===== config.mk =====
export PLATFORM = sky130hd
export DESIGN_NAME = solution_framer
export DESIGN_NICKNAME = d
export VERILOG_FILES = /design/src/rtl/solution_framer.sv
export SDC_FILE = /design/constraint.sdc
export NUM_CORES = 1
export LEC_CHECK = 0
export ABC_AREA = 1
export CORE_MARGIN = 1
export CORE_UTILIZATION = 48
export DETAILED_ROUTE_END_ITERATION = 16
export PLACE_DENSITY = 0.77
export SYNTH_ARGS = -nofsm -noshare
export SYNTH_HDL_FRONTEND = slang
export SYNTH_SLANG_ARGS = --single-unit

===== constraint.sdc =====
create_clock -name clk -period 5.39 [get_ports clk]
set_clock_uncertainty 0.1 [all_clocks]
set_input_delay 0.539 -clock clk [delete_from_list [all_inputs] [get_ports clk]]
set_output_delay 0.539 -clock clk [all_outputs]
set_load 0.02 [all_outputs]

===== src/rtl/solution_framer.sv =====
// Serialises a latched board into a framed byte stream for uart_tx:
// SYNC, DIM, STAT, packed rows (solved only), XOR checksum of everything after SYNC.
module solution_framer #(
   parameter int          MAX_ROWS  = 11,
   parameter int          MAX_COLS  = 11,
   parameter logic [7:0]  SYNC_BYTE = 8'hA5
) (
   input  logic                         clk,
   input  logic                         rst,
   input  logic                         valid_in,
   input  logic                         unsolvable,
   input  logic [MAX_ROWS*MAX_COLS-1:0] solution,
   input  logic [$clog2(MAX_ROWS)-1:0]  m,
   input  logic [$clog2(MAX_COLS)-1:0]  n,
   input  logic                         transmit_done,
   output logic                         send,
   output logic [7:0]                   byte_out,
   output logic                         busy,
   output logic                         done
);

   localparam int MW = $clog2(MAX_ROWS);
   localparam int NW = $clog2(MAX_COLS);
   localparam int NB = (MAX_COLS + 7) / 8;
   localparam int BW = (NB > 1) ? $clog2(NB) : 1;
   localparam int PW = NB * 8;

   typedef enum logic [1:0] {S_IDLE, S_LOAD, S_WAIT, S_DONE} state_t;
   typedef enum logic [2:0] {F_SYNC, F_DIM, F_STAT, F_ROWS, F_CSUM} field_t;

   state_t               state_q;
   field_t               fld_q, fld_d;
   logic [MW-1:0]        r_q, r_d, m_q, lastr_q, m_c;
   logic [BW-1:0]        b_q, b_d, lastb_q;
   logic [NW-1:0]        n_q, n_c;
   logic                 unsolv_q, rows_en_q, last_d;
   logic [7:0]           csum_q, byte_d, row_byte, row_raw;
   logic [PW-1:0]        row_pad;
   logic                 send_q, busy_q, done_q;
   logic [7:0]           byte_out_q;
   logic [MAX_COLS-1:0]  grid_q   [MAX_ROWS];
   logic [MAX_COLS-1:0]  sol_rows [MAX_ROWS];

   for (genvar gr = 0; gr < MAX_ROWS; gr++) begin : g_rows
      assign sol_rows[gr] = solution[gr*MAX_COLS +: MAX_COLS];
   end

   // Oversized dims are clamped once at latch time so DIM and ROWS always agree.
   always_comb begin
      m_c = (32'(m) > MAX_ROWS) ? MW'(MAX_ROWS) : m;
      n_c = (32'(n) > MAX_COLS) ? NW'(MAX_COLS) : n;
   end

   // Next field/index after the current byte, and the byte that goes with it.
   always_comb begin
      fld_d  = fld_q;
      r_d    = r_q;
      b_d    = b_q;
      last_d = 1'b0;
      case (fld_q)
         F_SYNC: fld_d = F_DIM;
         F_DIM:  fld_d = F_STAT;
         F_STAT: begin
            fld_d = rows_en_q ? F_ROWS : F_CSUM;
            r_d   = '0;
            b_d   = '0;
         end
         F_ROWS: begin
            if (b_q != lastb_q) begin
               b_d = b_q + BW'(1);
            end else if (r_q != lastr_q) begin
               r_d = r_q + MW'(1);
               b_d = '0;
            end else begin
               fld_d = F_CSUM;
            end
         end
         default: last_d = 1'b1;
      endcase

      // Columns at or beyond n are masked; col 0 lands in bit 7.
      row_pad                 = '0;
      row_pad[MAX_COLS-1:0]   = grid_q[r_d];
      row_pad                 = row_pad & ~({PW{1'b1}} << n_q);
      row_raw                 = 8'(row_pad >> {b_d, 3'b000});
      row_byte                = {<<{row_raw}};

      case (fld_d)
         F_SYNC:  byte_d = SYNC_BYTE;
         F_DIM:   byte_d = {4'(m_q), 4'(n_q)};
         F_STAT:  byte_d = unsolv_q ? 8'h02 : 8'h01;
         F_ROWS:  byte_d = row_byte;
         F_CSUM:  byte_d = csum_q;
         default: byte_d = '0;
      endcase
   end

   always_ff @(posedge clk or posedge rst) begin
      if (rst) begin
         state_q    <= S_IDLE;
         fld_q      <= F_SYNC;
         r_q        <= '0;
         b_q        <= '0;
         m_q        <= '0;
         n_q        <= '0;
         lastr_q    <= '0;
         lastb_q    <= '0;
         unsolv_q   <= 1'b0;
         rows_en_q  <= 1'b0;
         grid_q     <= '{default: '0};
         csum_q     <= '0;
         send_q     <= 1'b0;
         byte_out_q <= '0;
         busy_q     <= 1'b0;
         done_q     <= 1'b0;
      end else begin
         send_q <= 1'b0;
         done_q <= 1'b0;
         case (state_q)
            S_IDLE: begin
               if (valid_in) begin
                  m_q        <= m_c;
                  n_q        <= n_c;
                  lastr_q    <= m_c - MW'(1);
                  lastb_q    <= BW'((n_c - NW'(1)) >> 3);
                  unsolv_q   <= unsolvable;
                  rows_en_q  <= !unsolvable && (m_c != '0) && (n_c != '0);
                  grid_q     <= sol_rows;
                  csum_q     <= '0;
                  fld_q      <= F_SYNC;
                  r_q        <= '0;
                  b_q        <= '0;
                  byte_out_q <= SYNC_BYTE;
                  send_q     <= 1'b1;
                  busy_q     <= 1'b1;
                  state_q    <= S_LOAD;
               end
            end
            // send is high in this cycle; a transmit_done here is not for this byte.
            S_LOAD: begin
               if (fld_q inside {F_DIM, F_STAT, F_ROWS})
                  csum_q <= csum_q ^ byte_out_q;
               state_q <= S_WAIT;
            end
            S_WAIT: begin
               if (transmit_done) begin
                  if (last_d) begin
                     done_q  <= 1'b1;
                     busy_q  <= 1'b0;
                     state_q <= S_DONE;
                  end else begin
                     fld_q      <= fld_d;
                     r_q        <= r_d;
                     b_q        <= b_d;
                     byte_out_q <= byte_d;
                     send_q     <= 1'b1;
                     state_q    <= S_LOAD;
                  end
               end
            end
            default: state_q <= S_IDLE;
         endcase
      end
   end

   assign send     = send_q;
   assign byte_out = byte_out_q;
   assign busy     = busy_q;
   assign done     = done_q;

endmodule


==> out/qor.txt, run 1 <==
First-pass GRT wire length - 35.7 mm
Via density - 5.29
Worst r2r src - fld_q[2]$_DFFE_PP0P_
Postcts setup bufs - 0
Yosys cell types - 37
Antenna violations before repair - 0
Clock sinks - 165
P_int - 3.17 mW
Slew Limit Headroom - 31.9%
CTS buffer count - 17
Ys async rst share - 100%
Share of cells above drive strength 1 - 4.35%
CP Class - flip-flop to flip-flop
WL/cell - 15.2 um
Worst VDD drop - 0.000263 V
Setup TNS - 0 ns
Clk slew on worst S/H paths - 0.06 ns
Psw - 1.94 mW
Slew of the pin with the lowest slew margin - 1.02 ns
ANT cells - 0
DIE AREA - 17400 um2
CTS tree - done
WP data required - 5.62 ns
Sw Share - 37.9%
DRT Pass-1 Iters - 6
Slew Limit Fails - 0
CP arrival - 3.39 ns
Syn Nets - 1223
Via Count - 7597
Hold-fix buffers, CTS - 0
Worst r2r path cells - 14
H-tree levels - 4
Worst hold path cell count - 2
Total of max-cap violations - 0
Die span in y - 132 um
Total global routing overflow - 0
Port buffer count - 144
Seq/Total Area, Yosys - 51.0%
Setup repair after global routing missed its margin - false
Nets - 1341
Total wire length - 21.9 mm
Setup crit end kind - flip-flop
PwrDens - 499 nW/um2
Initial drt markers - 759
Fmax - 316 MHz
Core Area - 16500 um2
Clock Latency Late Sink - 0.44 ns
Post-synth top area cell - dfrtp_1
Ys flop type - dfrtp_1
Leakage - 5.05 nW
Drc violations - 0
Vias in the first global route - 7264
Hold Path Sink - grid_q[117]$_DFFE_PP0P_
Routability-driven placement congestion ratio - 0.920
Boundary Pins - 145
Largest net degree at the start of global routing - 113
CP startpoint kind - flip-flop
Fin crit share - 58.7%
Worst R2R Setup Slack - 2.22 ns
Final hold violations - 0
Clock power share - 24.3%
Post-cts sizing count - 0
Mapped cell area - 8100 um2
Final setup violation count - 0
Flop pwr share - 40.6%
GR Util All Layers - 26.2%
Clock buffer depth - 2
FF+latch count, synth - 165
Post-synth EDFFs - 0
Mapped Cells - 1087
Status - finished clean
Avg Synthesized Cell Area - 7.45 um2
CP Max Fanout - 37
Die width - 132 um
Min-delay src - grid_q[117]$_DFFE_PP0P_
Yosys top cell area share - 51.0%
Initial Util - 49.0%
Post-route ant nets - 0
WHS - 0.379 ns
Combinational share of power - 35.1%
Synth area leaders - dfrtp_1 (51%), nand2_1 (24%), nand3_1 (5.6%), inv_1 (3.6%), o21ai_0 (3.4%)
CTS root buf - clkbuf_16
RR Endpoint - byte_out[4]$_DFFE_PP0P_
Area Overhead vs Synth - 26.4%
Row count - 47
Fillers - 1456
Type of the most critical hold path - flip-flop to flip-flop
Tmin final - 3.17 ns
Yosys warning total - 0
Post-DP HPWL - 14.9 mm
[area by class of cell]
cell class / count / area, um2 / share of cell area [%]
multi-input combinational: 788 / 3430 / 33.5
inverter: 83 / 322 / 3.14
timing repair buffer: 150 / 1490 / 14.5
clock inverter: 11 / 154 / 1.50
clock buffer: 20 / 447 / 4.36
tap: 220 / 275 / 2.69
sequential: 165 / 4130 / 40.3
[placed cells by master, fill, tap and decap left out, drive strengths merged, types with 5 or more instances in the layout]
cell,n
nor2,28
clkbuf,20
nand3,93
clkinvlp,5
inv,81
clkdlybuf4s50,144
nand4,5
nor3,13
nor3b,8
buf,6
dfrtp,165
a21oi,26
a22oi,6
clkinv,5
o22ai,12
o21ai,68
nand2,514
[sequential cells by signal (all words and copies together), names as in the netlist]
name and cells:
b_q 1, busy 1, byte_out 8, csum_q 8, done 1, fld_q 3, grid_q 121, lastb_q 1
lastr_q 4, m_q 4, n_q 4, r_q 4, rows_en_q 1, send 1, state_q 2, unsolv_q 1
[layer usage]
metal  track usage (%)  wire [um]  vias up
met2              43.0      10500      268
li1                  -          -     3674
met3              6.23       1410       26
met5                 0          0        -
met1              34.8       9640     3629
met4              6.91        320        0
[critical path: stages, from the launching register on]
cell and delay, ns:
dfrtp_1 0.42, inv_2 0.11, nand2_1 0.18, nor2_1 0.20, inv_1 0.17, nand3_1 0.13, nand2_2 0.33, inv_4 0.50
o21ai_0 0.26, o21ai_1 0.28, nand2_1 0.08, nand3_1 0.13, nand2_1 0.06, nand2_1 0.06, nand2_1 0.05
[metrics by stage]
step / std cells / utilization (%) / instance area (um2) / worst slack (ns) / power (mW)
CTS: 1437 / 62.0 / 10200 / 2.25 / 5.13
global route: 1437 / 62.0 / 10200 / 1.99 / 5.48
global placement: 1406 / 58.3 / 9640 / 2.14 / 3.82
floorplan: 1087 / - / 8100 / 0.289 / 3.30
finish: 1437 / 62.0 / 10200 / 2.22 / 5.11
detailed placement: 1406 / 58.3 / 9640 / 2.10 / 3.87
[logic make-up after synthesis]
| kind of cell | Yosys count | synth area share [%] |
|---|---|---|
| DFF | 165 | 51.0 |
| and+or+nand+nor | 664 | 33.5 |
| buffers and inverters | 134 | 6.84 |
| adders and majority gates | 2 | 0.309 |
| xor gates and xnor gates | 3 | 0.324 |
| AOI/OAI and AO/OA | 119 | 8.05 |
[synthesized netlist by cell type (3+ instances only)]
master    instances
nor3_1           13
o211ai_1          3
clkbuf_1         29
nand4_1           5
o21ai_1          12
buf_1             5
inv_1            77
nor2_1           25
nand2_1         510
buf_2            12
a22oi_1           5
nor3b_1           8
nand2_2           3
dfrtp_1         165
o21ai_0          55
o22ai_1          12
nand3_1          91
a21oi_1          26
buf_6             4
inv_2             3
[how the worst max path moves through the flow]
stage,from,endpoint
after global routing,r_q[1]$_DFFE_PP0P_,byte_out[1]$_DFFE_PP0P_
after floorplan,rst,b_q$_DFFE_PP0P_
final,fld_q[2]$_DFFE_PP0P_,byte_out[4]$_DFFE_PP0P_
after CTS,fld_q[2]$_DFFE_PP0P_,byte_out[4]$_DFFE_PP0P_
after global placement,valid_in,grid_q[94]$_DFFE_PP0P_
after detailed placement,valid_in,grid_q[93]$_DFFE_PP0P_
[power groups by stage]
stage          registers, mW  logic [mW]  clock network, mW
2_1_floorplan           2.04        1.26                  0
3_3_place_gp            2.07        1.75                  0
3_5_place_dp            2.08        1.79                  0
4_1_cts                 2.07        1.80               1.25
5_1_grt                 2.13        2.04               1.31
6_report                2.08        1.79               1.24
(Power assumes the default switching activity.)
==> run 2, diff against run 1 <==
- CORE_UTILIZATION: 48 -> 53
- PLACE_DENSITY: 0.77 -> 0.8
- clock period: 5.39 -> 3.2 ns (I/O delays scaled with it)
==> out/qor.txt, run 2 (synthesis gave the netlist of run 1 again) <==
First-pass GRT wire length - 36.1 mm (+1.2%)
Die span in y - 126 um (-4.8%)
Row count - 44 (-6.4%)
Via density - 5.37 (+1.5%)
Port buffer count - 144 (unchanged)
Max FFs per register - 121 (unchanged)
CTS tree - done
Initial Util - 55.1% (+6.1 points)
Total wire length - 21.9 mm (+0.16%)
Placed Cells - 1379 (-1.9%)
CP Class - flip-flop to flip-flop
Uppermost layer routed - met4
Fillers - 1192 (-18%)
Worst r2r path cells - 18 (+4)
Commonest cells after routing, fill and taps aside - nand2_1 (509), dfrtp_1 (165), clkdlybuf4s50_1 (144), nand3_1 (91), inv_1 (75)
Worst VDD drop - 0.000465 V (+77%)
WL met2 - 10.6 mm (+1.3%)
Post-cts sizing count - 0 (unchanged)
Setup repair after global routing missed its margin - false
Antenna violations before repair - 0 (unchanged)
CP Max Fanout - 59 (+59%)
ANT cells - 0 (unchanged)
DRT Pass-1 Iters - 11 (+5)
Via Count - 7572 (-0.33%)
Final setup violation count - 0 (unchanged)
Clock Latency Late Sink - 0.43 ns (about the same)
Core Area - 14700 um2 (-11%)
Worst Setup SP - r_q[0]$_DFFE_PP0P_
CP startpoint kind - flip-flop
Setup crit end kind - flip-flop
Area Overhead vs Synth - 27.8%
Nets - 1350 (+0.67%)
CTS root buf - clkbuf_16
PwrDens - 852 nW/um2 (+71%)
Slew of the pin with the lowest slew margin - 0.957 ns (-0.0649 ns)
Largest reg by FF count - grid_q
Post-route ant nets - 0 (unchanged)
Fmax - 359 MHz (+14%)
Clk slew on worst S/H paths - 0.07 ns (about the same)
Initial drt markers - 816 (+7.5%)
Fin crit share - 87.0% (+28 points)
Final hold violations - 0 (unchanged)
Worst r2r src - r_q[0]$_DFFE_PP0P_
CP arrival - 3.04 ns (-0.35 ns)
CTS buffer count - 17 (unchanged)
Vias in the first global route - 7471 (+2.8%)
WL/cell - 15.5 um (+2.0%)
Status - complete, but fails checks
Slew Limit Fails - 0 (unchanged)
Boundary Pins - 145 (unchanged)
Type of the most critical hold path - primary input to asynchronous set/reset pin
Tmin final - 2.78 ns (-0.382 ns)
Clock sinks - 165 (unchanged)
Most common cell after layout, fill and taps aside - nand2_1
Failing checks - design-rule violations
Slew Limit Headroom - 35.7% (+3.8 points)
DIE AREA - 15800 um2 (-9.3%)
WL met3 - 1.22 mm (-13%)
Post-DP HPWL - 15.2 mm (+1.7%)
GR Util All Layers - 29.4% (+3.2 points)
H-tree levels - 4 (unchanged)
Die width - 126 um (-4.8%)
Postcts setup bufs - 0 (unchanged)
Total of max-cap violations - 0 (unchanged)
Clock buffer depth - 2 (unchanged)
Largest net degree at the start of global routing - 70 (-38%)
Final non-filler cell total - 1411 (-1.8%)
Share of cells above drive strength 1 - 5.30% (+0.94 points)
Metal1 wirelength - 9.43 mm (-2.3%)
Setup TNS - 0 ns (unchanged)
Routability-driven placement congestion ratio - 0.951 (+3.4%)
Drc violations - 3 (+3)
Total global routing overflow - 0 (unchanged)
Leakage - 5.15 nW (+2.1%)
WP data required - 3.46 ns (-2.16 ns)
Hold-fix buffers, CTS - 0 (unchanged)
-- run 2: worst max-delay path, stage by stage, from the launching register on --
cell and delay (ns):
dfrtp_1 0.47, inv_2 0.09, nand2_1 0.06, nand2_1 0.05
nor2_2 0.12, nand2_2 0.10, nand2_2 0.10, nand2_1 0.07
nand3_2 0.10, nand2_4 0.36, nor2_4 0.37, nand2_1 0.09
nand2_1 0.07, nand2_1 0.05, a21oi_1 0.18, nand2_1 0.08
nand3_1 0.07, nor2_1 0.05, nor2_1 0.09
-- run 2: final timing paths --
kind                                      endpoint  slack (ns)
max reg2reg                byte_out[5]$_DFFE_PP0P_        0.42
min reg2reg                 grid_q[53]$_DFFE_PP0P_        0.38
min in group clk           grid_q[115]$_DFFE_PP0P_        0.32
min                         grid_q[17]$_DFFE_PP0P_        0.15
max                        byte_out[5]$_DFFE_PP0P_        0.42
max in group asynchronous   grid_q[88]$_DFFE_PP0P_        2.15
-- run 2: layer usage --
layer	up-vias	GRT usage (%)
met5	-	0
met4	0	12.3
met3	50	5.99
met2	258	47.1
met1	3573	39.1
li1	3691	-
-- run 2: cell type report --
cell class | count | area (um2) | share of cell area [%]
Multi-Input combinational cell | 788 | 3430 | 33.1
Clock buffer | 19 | 453 | 4.37
Sequential cell | 165 | 4130 | 39.9
Inverter | 83 | 320 | 3.09
Timing Repair Buffer | 159 | 1630 | 15.7
Tap cell | 184 | 230 | 2.22
Clock inverter | 13 | 168 | 1.62
-- run 2: power breakdown --
group          total, mW  internal [mW]  switching [mW]
clock network       2.16           1.28           0.874
registers           3.54           3.00           0.541
logic               3.13           1.17            1.96
-- run 2: stage by stage --
stage | setup WS [ns] | utilization [%] | instance area [um2] | power (mW) | hold WS [ns]
floorplan | 0.681 | - | 8110 | 5.56 | 0.330
global placement | 0.597 | 66.2 | 9730 | 6.53 | 0.362
detailed placement | 0.550 | 66.2 | 9730 | 6.62 | 0.365
CTS | 0.503 | 70.4 | 10400 | 8.82 | 0.158
global route | 0.126 | 70.4 | 10400 | 9.43 | 0.182
finish | 0.416 | 70.4 | 10400 | 8.82 | 0.152
